--- config.mk ---
export PLATFORM = sky130hd
export DESIGN_NAME = slc3_panel_ctrl
export DESIGN_NICKNAME = d
export VERILOG_FILES = /design/src/rtl/slc3_panel_pkg.sv /design/src/rtl/panel_debounce.sv /design/src/rtl/slc3_panel_ctrl.sv
export SDC_FILE = /design/constraint.sdc
export NUM_CORES = 1
export LEC_CHECK = 0
export CAP_MARGIN = 10
export CORE_MARGIN = 1.5
export CORE_UTILIZATION = 67
export DETAILED_ROUTE_END_ITERATION = 7
export DONT_BUFFER_PORTS = 1
export PLACE_DENSITY_LB_ADDON = 0.3
export SETUP_SLACK_MARGIN = 0.5
export SYNTH_ARGS = -nofsm -noshare
export SYNTH_HDL_FRONTEND = slang
export SYNTH_SLANG_ARGS = --single-unit
--- constraint.sdc ---
create_clock -name Clk -period 5.64 [get_ports Clk]
set_input_delay 1.128 -clock Clk [delete_from_list [all_inputs] [get_ports Clk]]
set_output_delay 1.128 -clock Clk [all_outputs]
set_load 0.03 [all_outputs]
--- src/rtl/slc3_panel_pkg.sv ---
// Shared types and defaults for the SLC-3 front-panel input conditioner.
package slc3_panel_pkg;

  typedef enum logic [1:0] {
    IDLE         = 2'd0,
    PRESS_WAIT   = 2'd1,
    HELD         = 2'd2,
    RELEASE_WAIT = 2'd3
  } panel_state_t;

  localparam int unsigned DB_CYCLES_DEF     = 50000;
  localparam int unsigned REPEAT_CYCLES_DEF = 0;

  function automatic int unsigned max_u(input int unsigned a, input int unsigned b);
    return (a > b) ? a : b;
  endfunction

endpackage

--- src/rtl/panel_debounce.sv ---
// One pushbutton channel: 2-FF synchroniser, debounce FSM, press/release/repeat pulses.
module panel_debounce
  import slc3_panel_pkg::*;
#(
  parameter int unsigned DB_CYCLES     = DB_CYCLES_DEF,
  parameter int unsigned REPEAT_CYCLES = REPEAT_CYCLES_DEF
) (
  input  logic clk,
  input  logic rst_n,
  input  logic key_n,
  output logic btn_level,
  output logic btn_press,
  output logic btn_release,
  output logic btn_repeat
);

  localparam int unsigned CNT_MAX  = max_u(DB_CYCLES, REPEAT_CYCLES);
  localparam int unsigned CNT_W    = $clog2(CNT_MAX + 1);
  localparam int unsigned DB_LAST  = DB_CYCLES - 1;
  localparam int unsigned RPT_LAST = (REPEAT_CYCLES > 0) ? REPEAT_CYCLES - 1 : 0;

  logic [1:0]       sync_q;
  panel_state_t     state_q, state_d;
  logic [CNT_W-1:0] cnt_q, cnt_d;
  logic [CNT_W-1:0] rpt_q, rpt_d;
  logic             level_d, press_d, release_d, repeat_d;
  logic             s;

  assign s = sync_q[1];

  function automatic logic [CNT_W-1:0] sat_inc(input logic [CNT_W-1:0] v);
    return (v == CNT_W'(CNT_MAX)) ? v : v + CNT_W'(1);
  endfunction

  // Sync FFs reset to released so reset release never looks like a press.
  always_ff @(posedge clk or negedge rst_n) begin
    if (!rst_n) begin
      sync_q      <= 2'b11;
      state_q     <= IDLE;
      cnt_q       <= '0;
      rpt_q       <= '0;
      btn_level   <= 1'b0;
      btn_press   <= 1'b0;
      btn_release <= 1'b0;
      btn_repeat  <= 1'b0;
    end else begin
      sync_q      <= {sync_q[0], key_n};
      state_q     <= state_d;
      cnt_q       <= cnt_d;
      rpt_q       <= rpt_d;
      btn_level   <= level_d;
      btn_press   <= press_d;
      btn_release <= release_d;
      btn_repeat  <= repeat_d;
    end
  end

  always_comb begin
    state_d   = state_q;
    cnt_d     = cnt_q;
    rpt_d     = rpt_q;
    press_d   = 1'b0;
    release_d = 1'b0;
    repeat_d  = 1'b0;
    case (state_q)
      IDLE: begin
        if (!s) begin
          state_d = PRESS_WAIT;
          cnt_d   = CNT_W'(1);
        end
      end
      PRESS_WAIT: begin
        if (s) begin
          state_d = IDLE;
          cnt_d   = '0;
        end else if (cnt_q == CNT_W'(DB_LAST)) begin
          state_d = HELD;
          cnt_d   = '0;
          rpt_d   = '0;
          press_d = 1'b1;
        end else begin
          cnt_d = sat_inc(cnt_q);
        end
      end
      HELD: begin
        if (s) begin
          state_d = RELEASE_WAIT;
          cnt_d   = CNT_W'(1);
        end else if (REPEAT_CYCLES > 0) begin
          if (rpt_q == CNT_W'(RPT_LAST)) begin
            rpt_d    = '0;
            repeat_d = 1'b1;
          end else begin
            rpt_d = sat_inc(rpt_q);
          end
        end
      end
      RELEASE_WAIT: begin
        // A bounce back to HELD resumes the repeat period where it left off.
        if (!s) begin
          state_d = HELD;
          cnt_d   = '0;
        end else if (cnt_q == CNT_W'(DB_LAST)) begin
          state_d   = IDLE;
          cnt_d     = '0;
          release_d = 1'b1;
        end else begin
          cnt_d = sat_inc(cnt_q);
        end
      end
      default: begin
        state_d = IDLE;
        cnt_d   = '0;
      end
    endcase
    level_d = (state_d == HELD) || (state_d == RELEASE_WAIT);
  end

endmodule

--- src/rtl/slc3_panel_ctrl.sv ---
// Front-panel conditioner: N debounced buttons plus synchronised and latched switch bank.
module slc3_panel_ctrl
  import slc3_panel_pkg::*;
#(
  parameter int unsigned N_BTN         = 2,
  parameter int unsigned SW_W          = 10,
  parameter int unsigned DB_CYCLES     = DB_CYCLES_DEF,
  parameter int unsigned REPEAT_CYCLES = REPEAT_CYCLES_DEF,
  parameter int unsigned LATCH_BTN     = 1
) (
  input  logic             Clk,
  input  logic             Reset_n,
  input  logic [N_BTN-1:0] KEY_n,
  input  logic [SW_W-1:0]  SW,
  output logic [N_BTN-1:0] btn_level,
  output logic [N_BTN-1:0] btn_press,
  output logic [N_BTN-1:0] btn_release,
  output logic [N_BTN-1:0] btn_repeat,
  output logic [SW_W-1:0]  sw_sync,
  output logic [SW_W-1:0]  sw_latched
);

  logic [SW_W-1:0] sw_meta_q;
  logic [SW_W-1:0] sw_sync_q;
  logic [SW_W-1:0] sw_latched_q, sw_latched_d;

  for (genvar i = 0; i < N_BTN; i++) begin : g_btn
    panel_debounce #(
      .DB_CYCLES    (DB_CYCLES),
      .REPEAT_CYCLES(REPEAT_CYCLES)
    ) u_debounce (
      .clk        (Clk),
      .rst_n      (Reset_n),
      .key_n      (KEY_n[i]),
      .btn_level  (btn_level[i]),
      .btn_press  (btn_press[i]),
      .btn_release(btn_release[i]),
      .btn_repeat (btn_repeat[i])
    );
  end

  // Only a real press reloads the snapshot; repeats leave it alone.
  always_comb begin
    sw_latched_d = sw_latched_q;
    if (btn_press[LATCH_BTN]) sw_latched_d = sw_sync_q;
  end

  always_ff @(posedge Clk or negedge Reset_n) begin
    if (!Reset_n) begin
      sw_meta_q    <= '0;
      sw_sync_q    <= '0;
      sw_latched_q <= '0;
    end else begin
      sw_meta_q    <= SW;
      sw_sync_q    <= sw_meta_q;
      sw_latched_q <= sw_latched_d;
    end
  end

  assign sw_sync    = sw_sync_q;
  assign sw_latched = sw_latched_q;

endmodule

# Word level (Yosys, flattened, before mapping)
# Index checks and enable logic that the tools add are counted.
# op_classes
muxes,38
eq_ne,18
reduce_logical,6
addsub,2
# op_table
op,n
$mux 16,12
$pmux 16 s4,2
$eq 16x16->1 const B,4
$add 16x1->16 const B,2
$mux 2,12
$eq 2x2->1 const B,8
$pmux 2 s4,2
$mux 1,10
$eq 2x1->1 const B,2
$logic_not 2->1,2
$ne 2x1->1 const B,2
$ne 2x2->1 const B,2
$reduce_and 2->1,2
$logic_or 1x1->1,2
# word_totals
elab_cells,79
reg_bits,76
in_bits,14
output_inout_bits,28

# Depth between registers and ports, before layout
# Gate-level depths: netlist of run 1.
# depth
ltp_word,6
depth_mapped,7
depth_no_buf,7

# Hierarchy
# A second synthesis of run 1 with hierarchy kept.
# unflattened
hier_cells,311
area_unflattened_um2,3557.2
# by_module_without_submodules
mod,area_per_inst_um2,n_inst,seq_area_each_um2,cells_per_inst
panel_debounce,1322.5,2,578.1,135
slc3_panel_ctrl,912.1,1,750.7,41

# Least setup slack after synthesis of run 1
# No wires, ideal clock.
# synth_path
path_kind,register to register
from,reg g_btn[1].u_debounce.cnt_q[12]
to,reg g_btn[1].u_debounce.cnt_q[3]
period_less_slack_ns,1.893
setup_slack_ns,3.747
t_required_ns,5.519
arrival_time_ns,1.772
setup_time_ns,0.121
n_path_buf,1
path_stages_with_launch,7
cell_sequence,dfrtp_1 > or4b_4 > nor4_4 > nor2_1 > buf_6 > a21o_1 > a22o_1
# synth_between
elab_chain_cells,5
word_cells_on_any_way,7
cone_classes,eq/ne (2); mux (5)
# synth_lines
item,line,text
from (decl),panel_debounce.sv:24,"logic [CNT_W-1:0] cnt_q, cnt_d;"
from (signal assigned),panel_debounce.sv:49,cnt_q <= cnt_d;
$eq 16x16->1,panel_debounce.sv:32,return (v == CNT_W'(CNT_MAX)) ? v : v + CNT_W'(1);
$mux 16,--,
$mux 16 *,"panel_debounce.sv:76, panel_debounce.sv:103",
"$mux 16, on equally long branches","panel_debounce.sv:100, panel_debounce.sv:73",
$pmux 16 s4 *,panel_debounce.sv:65,case (state_q)
# Every way passes the cells marked *; elsewhere a longest branch is shown, timed or not.
# A chain may end at the register's enable or synchronous reset.

# Worst setup path after layout of run 1
# layout_path
from,reg g_btn[1].u_debounce.sync_q[1]
to,reg g_btn[1].u_debounce.cnt_q[8]
# layout_between
elab_chain_cells,2
word_cells_on_any_way,6
cone_classes,eq/ne (2); mux (3); reduce/logical (1)
# layout_lines
item,line,text
from (decl),panel_debounce.sv:22,logic [1:0] sync_q;
from (signal assigned),panel_debounce.sv:47,"sync_q <= {sync_q[0], key_n};"
$mux 16 (tied with other cells),panel_debounce.sv:100,if (!s) begin
$pmux 16 s4 or $reduce_and 2->1 (tied branches),--,
# Several ways; a longest one is shown, not always the timed one.

==> out/results.md, run 1 <==
| Metric | This run |
|:---|:---|
| Starting DRC count in detailed routing | 177 |
| Commonest non-fill, non-tap cells in the layout | dfrtp_1, o21ai_0, nand2_1 |
| R2R depth | 5 |
| Crit path time final | 2.49 ns |
| Maximum capacitance violations | 0 |
| Maximum fanout along the worst path | 20 |
| Post-Syn Area | 3350 sq um |
| Total number of vias | 2,394 |
| Most used flip-flop cell after synthesis | dfrtp_1 |
| Minimum setup slack among reg-to-reg paths | 3.15 ns |
| Overall track demand over capacity in global routing | 27.3% |
| Largest family of logic cells by synthesized area | simple AND/OR/NAND/NOR gates |
| Net count, final | 322 |
| Largest stage delay on the critical path | 0.94 ns |
| Number of stages on the worst hold path | 0 |
| Required arrival time at the worst endpoint | 5.90 ns |
| Period Utilization, post-route | 44.2% |
| Post-synth EDFFs | 0 |
| Routed Antenna Nets | 0 |
| Part of the Yosys area used for sequential elements | 57.0% |
| Max Freq | 401 MHz |
| Starting utilization of the core area | 70.4% |
| Internal power consumption | 876 uW |
| Worst-Margin Slew | 1.21 ns |
| Antenna Cells | 0 |
| Final setup violation count | 0 |
| First-pass DRT Iterations | 4 |
| Crit Path Category | register to register |
| LEAKAGE | 0.00151 uW |
| Xor/xnor cell area share of the yosys netlist | 1.57% |
| Die X-Extent | 73.7 um |
| Clock-pin transition on the worst setup and hold timing paths | 0.08 ns |
| Most common cell after layout, fill and taps aside | dfrtp_1 |
| Arithmetic-cell share of the synthesized area counting full adders, half adders and majority gates | 1.49% |
| Gate Count Post-Synth | 310 |
| Status | finished, final reports clean |
| Relative slew slack | 19.2% |
| CTS tree | yes |
| Crit path buf inv count | 0 |
| Class of the worst hold path | register to register |
| Hold Vio Cnt, Final | 0 |
| Maximum number of pins on one net before global-route repair | 77 |
| Number of rows in the core area | 25 |
| Overflow left after global routing | 0 |
| Largest cells by area after synthesis | dfrtp_1, o21ai_0, mux2_2, dfstp_2, nand3_1 |
| Switching share of power | 21.5% |
| Ratio of total power to cell area | 314 nW/um^2 |
| Antenna violations before repair | 0 |
| Mean number of vias per cell | 6.38 |
| CP max stage cell | nor2_1 |
| Final-layout worst hold slack | 0.352 ns |
| Share of total power in sequential cells | 51.9% |
| Synth top area share | 53.8% |
| Number of buffers added for setup after CTS | 0 |
| Total of warnings raised by yosys | 0 |
| Launch instance of the worst min-delay path | sw_meta_q[5]$_DFF_PN0_ |
| Share of synthesized flip-flops with an asynchronous set or reset | 100% |
| Critical Path End Type | register |
| Element type at the critical path start | register |
| Reg2reg start | g_btn[1].u_debounce.sync_q[1]$_DFF_PN1_ |
| Portion of netlist area occupied by mux cells | 3.66% |
| Sw Pwr | 240 uW |
| Insertion delay to the later sink of the worst-skew pair | 0.34 ns |
| Layout cell share with drive strength beyond 1 | 12.0% |
| Hpwl dp | 4340 um |
| Worst-case vdd ir drop | 0.175 mV |
| Core footprint | 4750 sq um |
| Total count of max-transition violations in the final report | 0 |
| Leading area contributor after synthesis | dfrtp_1 |
| Sum Neg Setup Slack | 0 ns |
| Category of cells accounting for the largest share of critical-path delay | simple AND/OR/NAND/NOR gates |
| CTS H-tree lvls | 3 |
| CTS Buffer Depth | 2 |
| Final weighted congestion of routability-driven global placement | 0.924 |
| Post-Route WL | 6790 um |
| Wire length of the first global-routing pass | 11,000 um |
| Clock sink count | 76 |
| Number of distinct standard cells referenced by the synthesized netlist | 46 |
| Synthesized-area fraction occupied by ao, oa, aoi and oai cells | 11.4% |
| Simple-gate share of the synthesized area | 19.8% |
| Hold path endpoint | sw_sync[5]$_DFF_PN0_ |
| Number of CTS-inserted buffers | 9 |
| Data arrival time at the worst-slack endpoint | 2.75 ns |
| Post-cts sizing count | 0 |
| Clk network pwr share | 44.8% |
| Maximum clock skew at final layout | 0.00547 ns |
| Via count of the first global-routing pass | 2,275 |
| Die Y | 73.7 um |
| Ordered cell list for the critical path | xnor2_1, nand2_1, nor2_1, o21ai_0, a31oi_1 |
| Combinational cell fraction of total power | 3.4% |
| I/O pin count | 42 |
| Buffers added on ports | 0 |
| Total die area | 5430 sq um |
| Endpoint of the lowest-slack register-to-register path | g_btn[1].u_debounce.cnt_q[8]$_DFFE_PN0P_ |
| Routed WL per cell | 18.1 um |
| Avg Cell Area, Syn | 10.8 sq um |
| Count of hold-fix buffers inserted at cts | 0 |
| Count of state elements after synthesis | 76 |
| # DRC | 0 |
| CTS Root Buffer Type | clkbuf_8 |
| Synth-to-Final Area Change | 6.28% |
| Setup repair after global routing missed its margin | false |
stage by stage:
| stage | worst slack, ns | instance area [sq um] | utilization (%) | instances | total power, uW |
|---|---|---|---|---|---|
| 2_1_floorplan | 3.75 | 3350 | - | 311 | 617 |
| 3_3_place_gp | 3.36 | 3320 | 69.8 | 360 | 621 |
| 3_5_place_dp | 3.23 | 3320 | 69.8 | 360 | 626 |
| 4_1_cts | 3.16 | 3560 | 74.8 | 375 | 1120 |
| 5_1_grt | 2.89 | 3560 | 74.8 | 375 | 1150 |
| 6_report | 3.15 | 3560 | 74.8 | 375 | 1120 |
cell families (layout without fill, tap and decap cells):
kind of cell / after synthesis / count (layout)
buffers and inverters: 32 / 29
adders and majority gates: 4 / 4
DFF: 76 / 76
and+or+nand+nor: 115 / 115
xor gates and xnor gates: 6 / 6
muxes: 11 / 11
other: 1 / 2
AOI/OAI and AO/OA: 65 / 65
power groups by stage:
stage               sequential, uW  clock, uW  combinational [uW]
floorplan                      586          0                31.5
global placement               588          0                33.6
detailed placement             589          0                36.5
CTS                            579        509                37.0
global route                   581        530                41.8
finish                         579        500                37.5
layout make-up:
cell class | count | area (sq um)
Sequential cell | 76 | 1910
Clock inverter | 4 | 97.6
Tap cell | 67 | 83.8
Fill cell | 314 | 1200
Inverter | 14 | 52.6
Clock buffer | 11 | 141
Multi-Input combinational cell | 203 | 1280
cell usage after synthesis (2+ instances only):
cell / instances
nand3_1: 19
nand4bb_1: 2
or3_1: 14
ha_1: 4
a22o_1: 2
inv_1: 14
nor3_1: 4
xor2_1: 3
a31oi_1: 8
dfrtp_1: 72
o21ai_1: 3
nand4b_1: 2
nor4_4: 2
or2_2: 4
dfstp_2: 4
or4b_4: 2
xnor2_1: 3
nand4_1: 10
buf_4: 8
nor2_1: 20
buf_2: 2
nor4b_1: 2
o21ai_0: 23
nor4_1: 6
a21o_1: 4
mux2_2: 10
nand2_1: 22
buf_6: 2
o211ai_1: 2
clkbuf_1: 5
a21oi_1: 17
sequential cells by signal, summed over array words and instances (netlist names):
signal / cells
g_btn.u_debounce.btn_level: 2
g_btn.u_debounce.btn_press: 2
g_btn.u_debounce.btn_release: 2
g_btn.u_debounce.cnt_q: 32
g_btn.u_debounce.state_q: 4
g_btn.u_debounce.sync_q: 4
sw_latched: 10
sw_meta_q: 10
sw_sync: 10
how the worst max path moves through the flow:
stage                                                    from                                       end  depth (start not counted)
floorplan           g_btn[1].u_debounce.cnt_q[12]$_DFFE_PN0P_  g_btn[1].u_debounce.cnt_q[3]$_DFFE_PN0P_                          6
global placement      g_btn[1].u_debounce.sync_q[1]$_DFF_PN1_  g_btn[1].u_debounce.cnt_q[8]$_DFFE_PN0P_                          5
detailed placement   g_btn[1].u_debounce.cnt_q[0]$_DFFE_PN0P_  g_btn[1].u_debounce.cnt_q[8]$_DFFE_PN0P_                          6
CTS                   g_btn[1].u_debounce.sync_q[1]$_DFF_PN1_  g_btn[1].u_debounce.cnt_q[8]$_DFFE_PN0P_                          5
global route          g_btn[1].u_debounce.sync_q[1]$_DFF_PN1_  g_btn[1].u_debounce.cnt_q[8]$_DFFE_PN0P_                          5
finish                g_btn[1].u_debounce.sync_q[1]$_DFF_PN1_  g_btn[1].u_debounce.cnt_q[8]$_DFFE_PN0P_                          5
layer usage:
metal	up-vias	global-route usage [%]	share of wire, %
li1	1097	-	-
met1	1183	35.9	43
met2	98	43.4	50
met3	16	6.17	5.4
met4	0	11.5	2.1
met5	-	0	0
(Power assumes the default switching activity.)
==> run 2, diff against run 1 <==
--- a/config.mk
+++ b/config.mk
@@ -7,7 +7,7 @@
 export LEC_CHECK = 0
 export CAP_MARGIN = 10
 export CORE_MARGIN = 1.5
-export CORE_UTILIZATION = 67
+export CORE_UTILIZATION = 62
 export DETAILED_ROUTE_END_ITERATION = 7
 export DONT_BUFFER_PORTS = 1
 export PLACE_DENSITY_LB_ADDON = 0.3
==> constraint.sdc (replaced) <==
create_clock -name Clk -period 2.6 [get_ports Clk]
set_input_delay 0.52 -clock Clk [delete_from_list [all_inputs] [get_ports Clk]]
set_output_delay 0.52 -clock Clk [all_outputs]
set_load 0.03 [all_outputs]
==> out/results.md, run 2 (synthesis gave the netlist of run 1 again) <==
| Metric | This run |
|:---|:---|
| # DRC | 0 |
| Hold Vio Cnt, Final | 72 |
| M3 GR Usage | 5.63% |
| Worst-case vdd ir drop | 0.333 mV |
| Setup repair after global routing missed its margin | true |
| Max Freq | 492 MHz |
| I/O pin count | 42 |
| Number of rows in the core area | 26 |
| Status | complete, but fails checks |
| Routed WL per cell | 16.8 um |
| Final setup violation count | 0 |
| R2R depth | 6 |
| Sum Neg Setup Slack | 0 ns |
| Ratio of total power to cell area | 623 nW/um^2 |
| Final-layout worst hold slack | -0.148 ns |
| Insertion delay to the later sink of the worst-skew pair | 0.35 ns |
| Maximum clock skew at final layout | 0.0165 ns |
| Required arrival time at the worst endpoint | 2.83 ns |
| Starting utilization of the core area | 64.7% |
| Antenna Cells | 0 |
| LEAKAGE | 0.00150 uW |
| Buffers added on ports | 0 |
| Class of the worst hold path | input pin to async pin |
| Core footprint | 5170 sq um |
| Commonest non-fill, non-tap cells in the layout | dfrtp_1, nand2_1, o21ai_0 |
| Post-Route WL | 6440 um |
| First-pass DRT Iterations | 4 |
| Clock sink count | 76 |
| Top Usage Layer GRT | met2 |
| Start point of the critical path | g_btn[1].u_debounce.cnt_q[12]$_DFFE_PN0P_ |
| Mean number of vias per cell | 6.19 |
| M1 GR Usage | 33.4% |
| CTS H-tree lvls | 3 |
| Failing checks | hold timing |
| Maximum number of pins on one net before global-route repair | 77 |
| Period Utilization, post-route | 78.2% |
| Die X-Extent | 76.5 um |
| CTS Root Buffer Type | clkbuf_8 |
| Hpwl dp | 3970 um |
| Max reg flops | 32 |
| Element type at the critical path start | register |
| Data arrival time at the worst-slack endpoint | 2.27 ns |
| Critical Path End Type | register |
| Register with the highest flop count | g_btn.u_debounce.cnt_q |
| Number of CTS-inserted buffers | 9 |
| Starting DRC count in detailed routing | 247 |
| Via count of the first global-routing pass | 2,194 |
| Antenna violations before repair | 0 |
| Crit Path Category | register to register |
| Total die area | 5850 sq um |
| Net count, final | 326 |
| Maximum capacitance violations | 0 |
| Relative slew slack | 56.0% |
| Total number of vias | 2,370 |
| Overall track demand over capacity in global routing | 23.8% |
| Reg2reg start | g_btn[1].u_debounce.cnt_q[12]$_DFFE_PN0P_ |
| Synth-to-Final Area Change | 6.24% |
| Power after layout | 2210 uW |
| CTS Buffer Depth | 2 |
| Final weighted congestion of routability-driven global placement | 0.913 |
| Wire length of the first global-routing pass | 10,800 um |
| Overflow left after global routing | 0 |
| Share of the core filled with cells in the final layout | 68.8% |
| Crit path time final | 2.03 ns |
| Clock-pin transition on the worst setup and hold timing paths | 0.09 ns |
| Worst-Margin Slew | 0.661 ns |
| Layout cell share with drive strength beyond 1 | 14.1% |
| CTS tree | yes |
| Most common cell after layout, fill and taps aside | dfrtp_1 |
| Total count of max-transition violations in the final report | 0 |
| Die Y | 76.5 um |
| Global-route met2 utilization | 35.5% |
| Routed Antenna Nets | 0 |
| Maximum fanout along the worst path | 12 |
==> run 2: cell types whose count changed in the layout (fill, tap and decap cells not counted), sizes merged <==
cell      delta
buf          +4
clkinv       +1
bufinv       -2
clkinvlp     +3
clkbuf       -1
==> run 2: what timing repair did <==
action / in CTS / in global routing
buffers inserted: 0 / 1
endpoints found under the hold margin: 73 / 73
resized for setup: 1 / 3
setup endpoints to repair: 1 / 6
==> run 2: through the flow <==
stage | cell area [sq um] | setup slack [ns] | std cells | hold WS, ns
2_1_floorplan | 3350 | 0.707 | 311 | 0.224
3_3_place_gp | 3350 | 0.584 | 366 | 0.226
3_5_place_dp | 3350 | 0.487 | 366 | 0.226
4_1_cts | 3540 | 0.569 | 382 | -0.157
5_1_grt | 3560 | 0.483 | 383 | -0.160
6_report | 3560 | 0.566 | 383 | -0.148
==> run 2: path summary, 6_finish.rpt <==
kind,slack [ns],endpoint
max,0.57,g_btn[1].u_debounce.cnt_q[3]$_DFFE_PN0P_
min,-0.15,sw_meta_q[8]$_DFF_PN0_
max reg2reg,0.57,g_btn[1].u_debounce.cnt_q[3]$_DFFE_PN0P_
min reg2reg,0.35,g_btn[1].u_debounce.sync_q[1]$_DFF_PN1_
max in group asynchronous,2.55,g_btn[0].u_debounce.sync_q[1]$_DFF_PN1_
min in group Clk,0.18,g_btn[0].u_debounce.sync_q[0]$_DFF_PN1_
==> run 2: per-layer routing <==
layer	share of wire, %	routed length (um)	vias to the layer above
met5	0	0	-
met4	1.4	87	0
met3	7.4	478	9
met2	46	3000	105
met1	45	2880	1158
li1	-	-	1098
==> run 2: cell type report <==
class                   instances  area, sq um
well taps                      70         87.6
repair buffers                  4         30.0
clock buffers                  10          128
inverters                      14         52.6
clock inverters                 6         65.1
flip-flops and latches         76         1910
multi-input cells             203         1290
fillers                       341         1620
==> run 2: worst max-delay path, stage by stage, from the launching register on <==
cell and delay, ns:
dfrtp_1 0.41, or4b_4 0.58, nor4_4 0.32, nor2_1 0.10, buf_4 0.19, a21o_1 0.16, a22o_1 0.17
==> run 2: where the power goes <==
group / internal (uW) / switching (uW)
Sequential: 1210 / 42.1
Combinational: 32.4 / 52.6
Clock: 442 / 433
==> run 3, diff against run 2 <==
==> constraint.sdc (replaced) <==
create_clock -name Clk -period 2.1 [get_ports Clk]
set_input_delay 0.42 -clock Clk [delete_from_list [all_inputs] [get_ports Clk]]
set_output_delay 0.42 -clock Clk [all_outputs]
set_load 0.03 [all_outputs]
==> out/results.md, run 3 (synthesis gave the netlist of run 1 again) <==
| Metric | This run |
|:---|:---|
| Die X-Extent | 76.5 um |
| CTS H-tree lvls | 3 |
| Max Freq | 511 MHz |
| Class of the worst hold path | input pin to async pin |
| Final setup violation count | 0 |
| Clock sink count | 76 |
| Minimum setup slack among reg-to-reg paths | 0.14 ns |
| Status | complete, but fails checks |
| Failing checks | hold timing |
| Non-filler instance count after layout | 437 |
| Via count of the first global-routing pass | 2,754 |
| Maximum fanout along the worst path | 5 |
| Final setup margin | 0.145 ns |
| Period Utilization, post-route | 93.1% |
| Final weighted congestion of routability-driven global placement | 0.878 |
| Reg2reg start | g_btn[0].u_debounce.cnt_q[1]$_DFFE_PN0P_ |
| CTS tree | yes |
| Final-layout worst hold slack | -0.243 ns |
| Net count, final | 380 |
| Overflow left after global routing | 0 |
| Die Y | 76.5 um |
| Starting utilization of the core area | 64.7% |
| Overall track demand over capacity in global routing | 30.0% |
| Antenna Cells | 0 |
| Power after layout | 2840 uW |
| Element type at the critical path start | register |
| Clock-pin transition on the worst setup and hold timing paths | 0.08 ns |
| Routed WL per cell | 20.5 um |
| Setup repair after global routing missed its margin | true |
| Sum Neg Setup Slack | 0 ns |
| Register with the highest flop count | g_btn.u_debounce.cnt_q |
| Data arrival time at the worst-slack endpoint | 2.19 ns |
| Worst-case vdd ir drop | 0.715 mV |
| Ratio of total power to cell area | 656 nW/um^2 |
| Most common cell after layout, fill and taps aside | dfrtp_1 |
| CTS Buffer Depth | 2 |
| Commonest non-fill, non-tap cells in the layout | dfrtp_1, buf_4, nand2_1 |
| Maximum number of pins on one net before global-route repair | 77 |
| Maximum clock skew at final layout | 0.0143 ns |
| Total die area | 5850 sq um |
| LEAKAGE | 0.00183 uW |
| First-pass DRT Iterations | 5 |
| Required arrival time at the worst endpoint | 2.33 ns |
| Buffers added on ports | 0 |
| # DRC | 0 |
| Synth-to-Final Area Change | 29.0% |
| Layout cell share with drive strength beyond 1 | 42.2% |
| Antenna violations before repair | 0 |
| Crit Path Category | register to register |
| CTS Root Buffer Type | clkbuf_8 |
| Insertion delay to the later sink of the worst-skew pair | 0.35 ns |
| Max reg flops | 32 |
| Mean number of vias per cell | 6.40 |
| Total count of max-transition violations in the final report | 0 |
| Hold Vio Cnt, Final | 76 |
| Dpl cells | 391 |
| R2R depth | 7 |
| Starting DRC count in detailed routing | 283 |
| Maximum capacitance violations | 0 |
| Routed Antenna Nets | 0 |
| Number of CTS-inserted buffers | 9 |
| I/O pin count | 42 |
| Wire length of the first global-routing pass | 13,500 um |
| Core footprint | 5170 sq um |
| Pre-CTS setup slack | -0.0270 ns |
| Total number of vias | 2,795 |
| Post-Route WL | 8970 um |
| Hpwl dp | 4830 um |
| Critical Path End Type | register |
| Endpoint of the lowest-slack register-to-register path | g_btn[0].u_debounce.cnt_q[0]$_DFFE_PN0P_ |
| Number of rows in the core area | 26 |
| Crit path time final | 1.96 ns |
## run 3: changes by cell type in the layout (fill, tap and decap cells not counted), sizes merged
cell and change:
clkinvlp -3, nor2 +1, clkbuf +1, buf +52, clkinv +1, inv +1, or2 +1
## run 3: how the worst max path moves through the flow
| stage | from | endpoint | cells after the start |
|---|---|---|---|
| 2_1_floorplan | g_btn[0].u_debounce.cnt_q[4]$_DFFE_PN0P_ | g_btn[0].u_debounce.cnt_q[5]$_DFFE_PN0P_ | 6 |
| 3_3_place_gp | g_btn[1].u_debounce.cnt_q[1]$_DFFE_PN0P_ | g_btn[1].u_debounce.cnt_q[6]$_DFFE_PN0P_ | 7 |
| 3_5_place_dp | g_btn[1].u_debounce.cnt_q[1]$_DFFE_PN0P_ | g_btn[1].u_debounce.cnt_q[6]$_DFFE_PN0P_ | 7 |
| 4_1_cts | g_btn[0].u_debounce.cnt_q[4]$_DFFE_PN0P_ | g_btn[0].u_debounce.cnt_q[15]$_DFFE_PN0P_ | 6 |
| 5_1_grt | g_btn[0].u_debounce.cnt_q[1]$_DFFE_PN0P_ | g_btn[0].u_debounce.cnt_q[0]$_DFFE_PN0P_ | 7 |
| 6_report | g_btn[0].u_debounce.cnt_q[1]$_DFFE_PN0P_ | g_btn[0].u_debounce.cnt_q[0]$_DFFE_PN0P_ | 7 |
## run 3: worst max-delay path, stage by stage, from the launching register on
cell and delay (ns):
dfrtp_1 0.45, inv_2 0.10, ha_1 0.15, nor4b_2 0.19, nand4b_1 0.15, or3_4 0.38, nor4b_1 0.17, a211o_1 0.25
## run 3: per-stage QoR
step	cell area [sq um]	util (%)
floorplan	3450	-
global placement	3630	70.1
detailed placement	3630	70.1
CTS	4130	79.9
global route	4320	83.5
finish	4320	83.5
## run 3: cell type report
type | instances | area (sq um)
clock buffer | 11 | 131
tap | 70 | 87.6
fill | 234 | 852
inverter | 14 | 52.6
clock inverter | 5 | 60.1
timing repair buffer | 56 | 455
multi-input combinational | 205 | 1620
sequential | 76 | 1910
## run 3: timing repair
item | in CTS | in global routing
pin swaps | 21 | 14
cloned | 1 | 1
resized for setup | 40 | 30
buffers inserted | 23 | 5
hold endpoints to repair | 76 | 76
setup endpoints to repair | 41 | 43
## run 3: routing by layer
layer	GRT usage [%]	vias up	routed length, um
met5	0	-	0
met2	53.2	153	4710
met4	11.9	0	369
li1	-	1211	-
met3	7.43	44	521
met1	34.8	1387	3360
## run 3: power by group
part / internal (uW) / switching, uW
Clock: 554 / 536
Sequential: 1500 / 51.6
Combinational: 87.0 / 106
Total: 2140 / 693
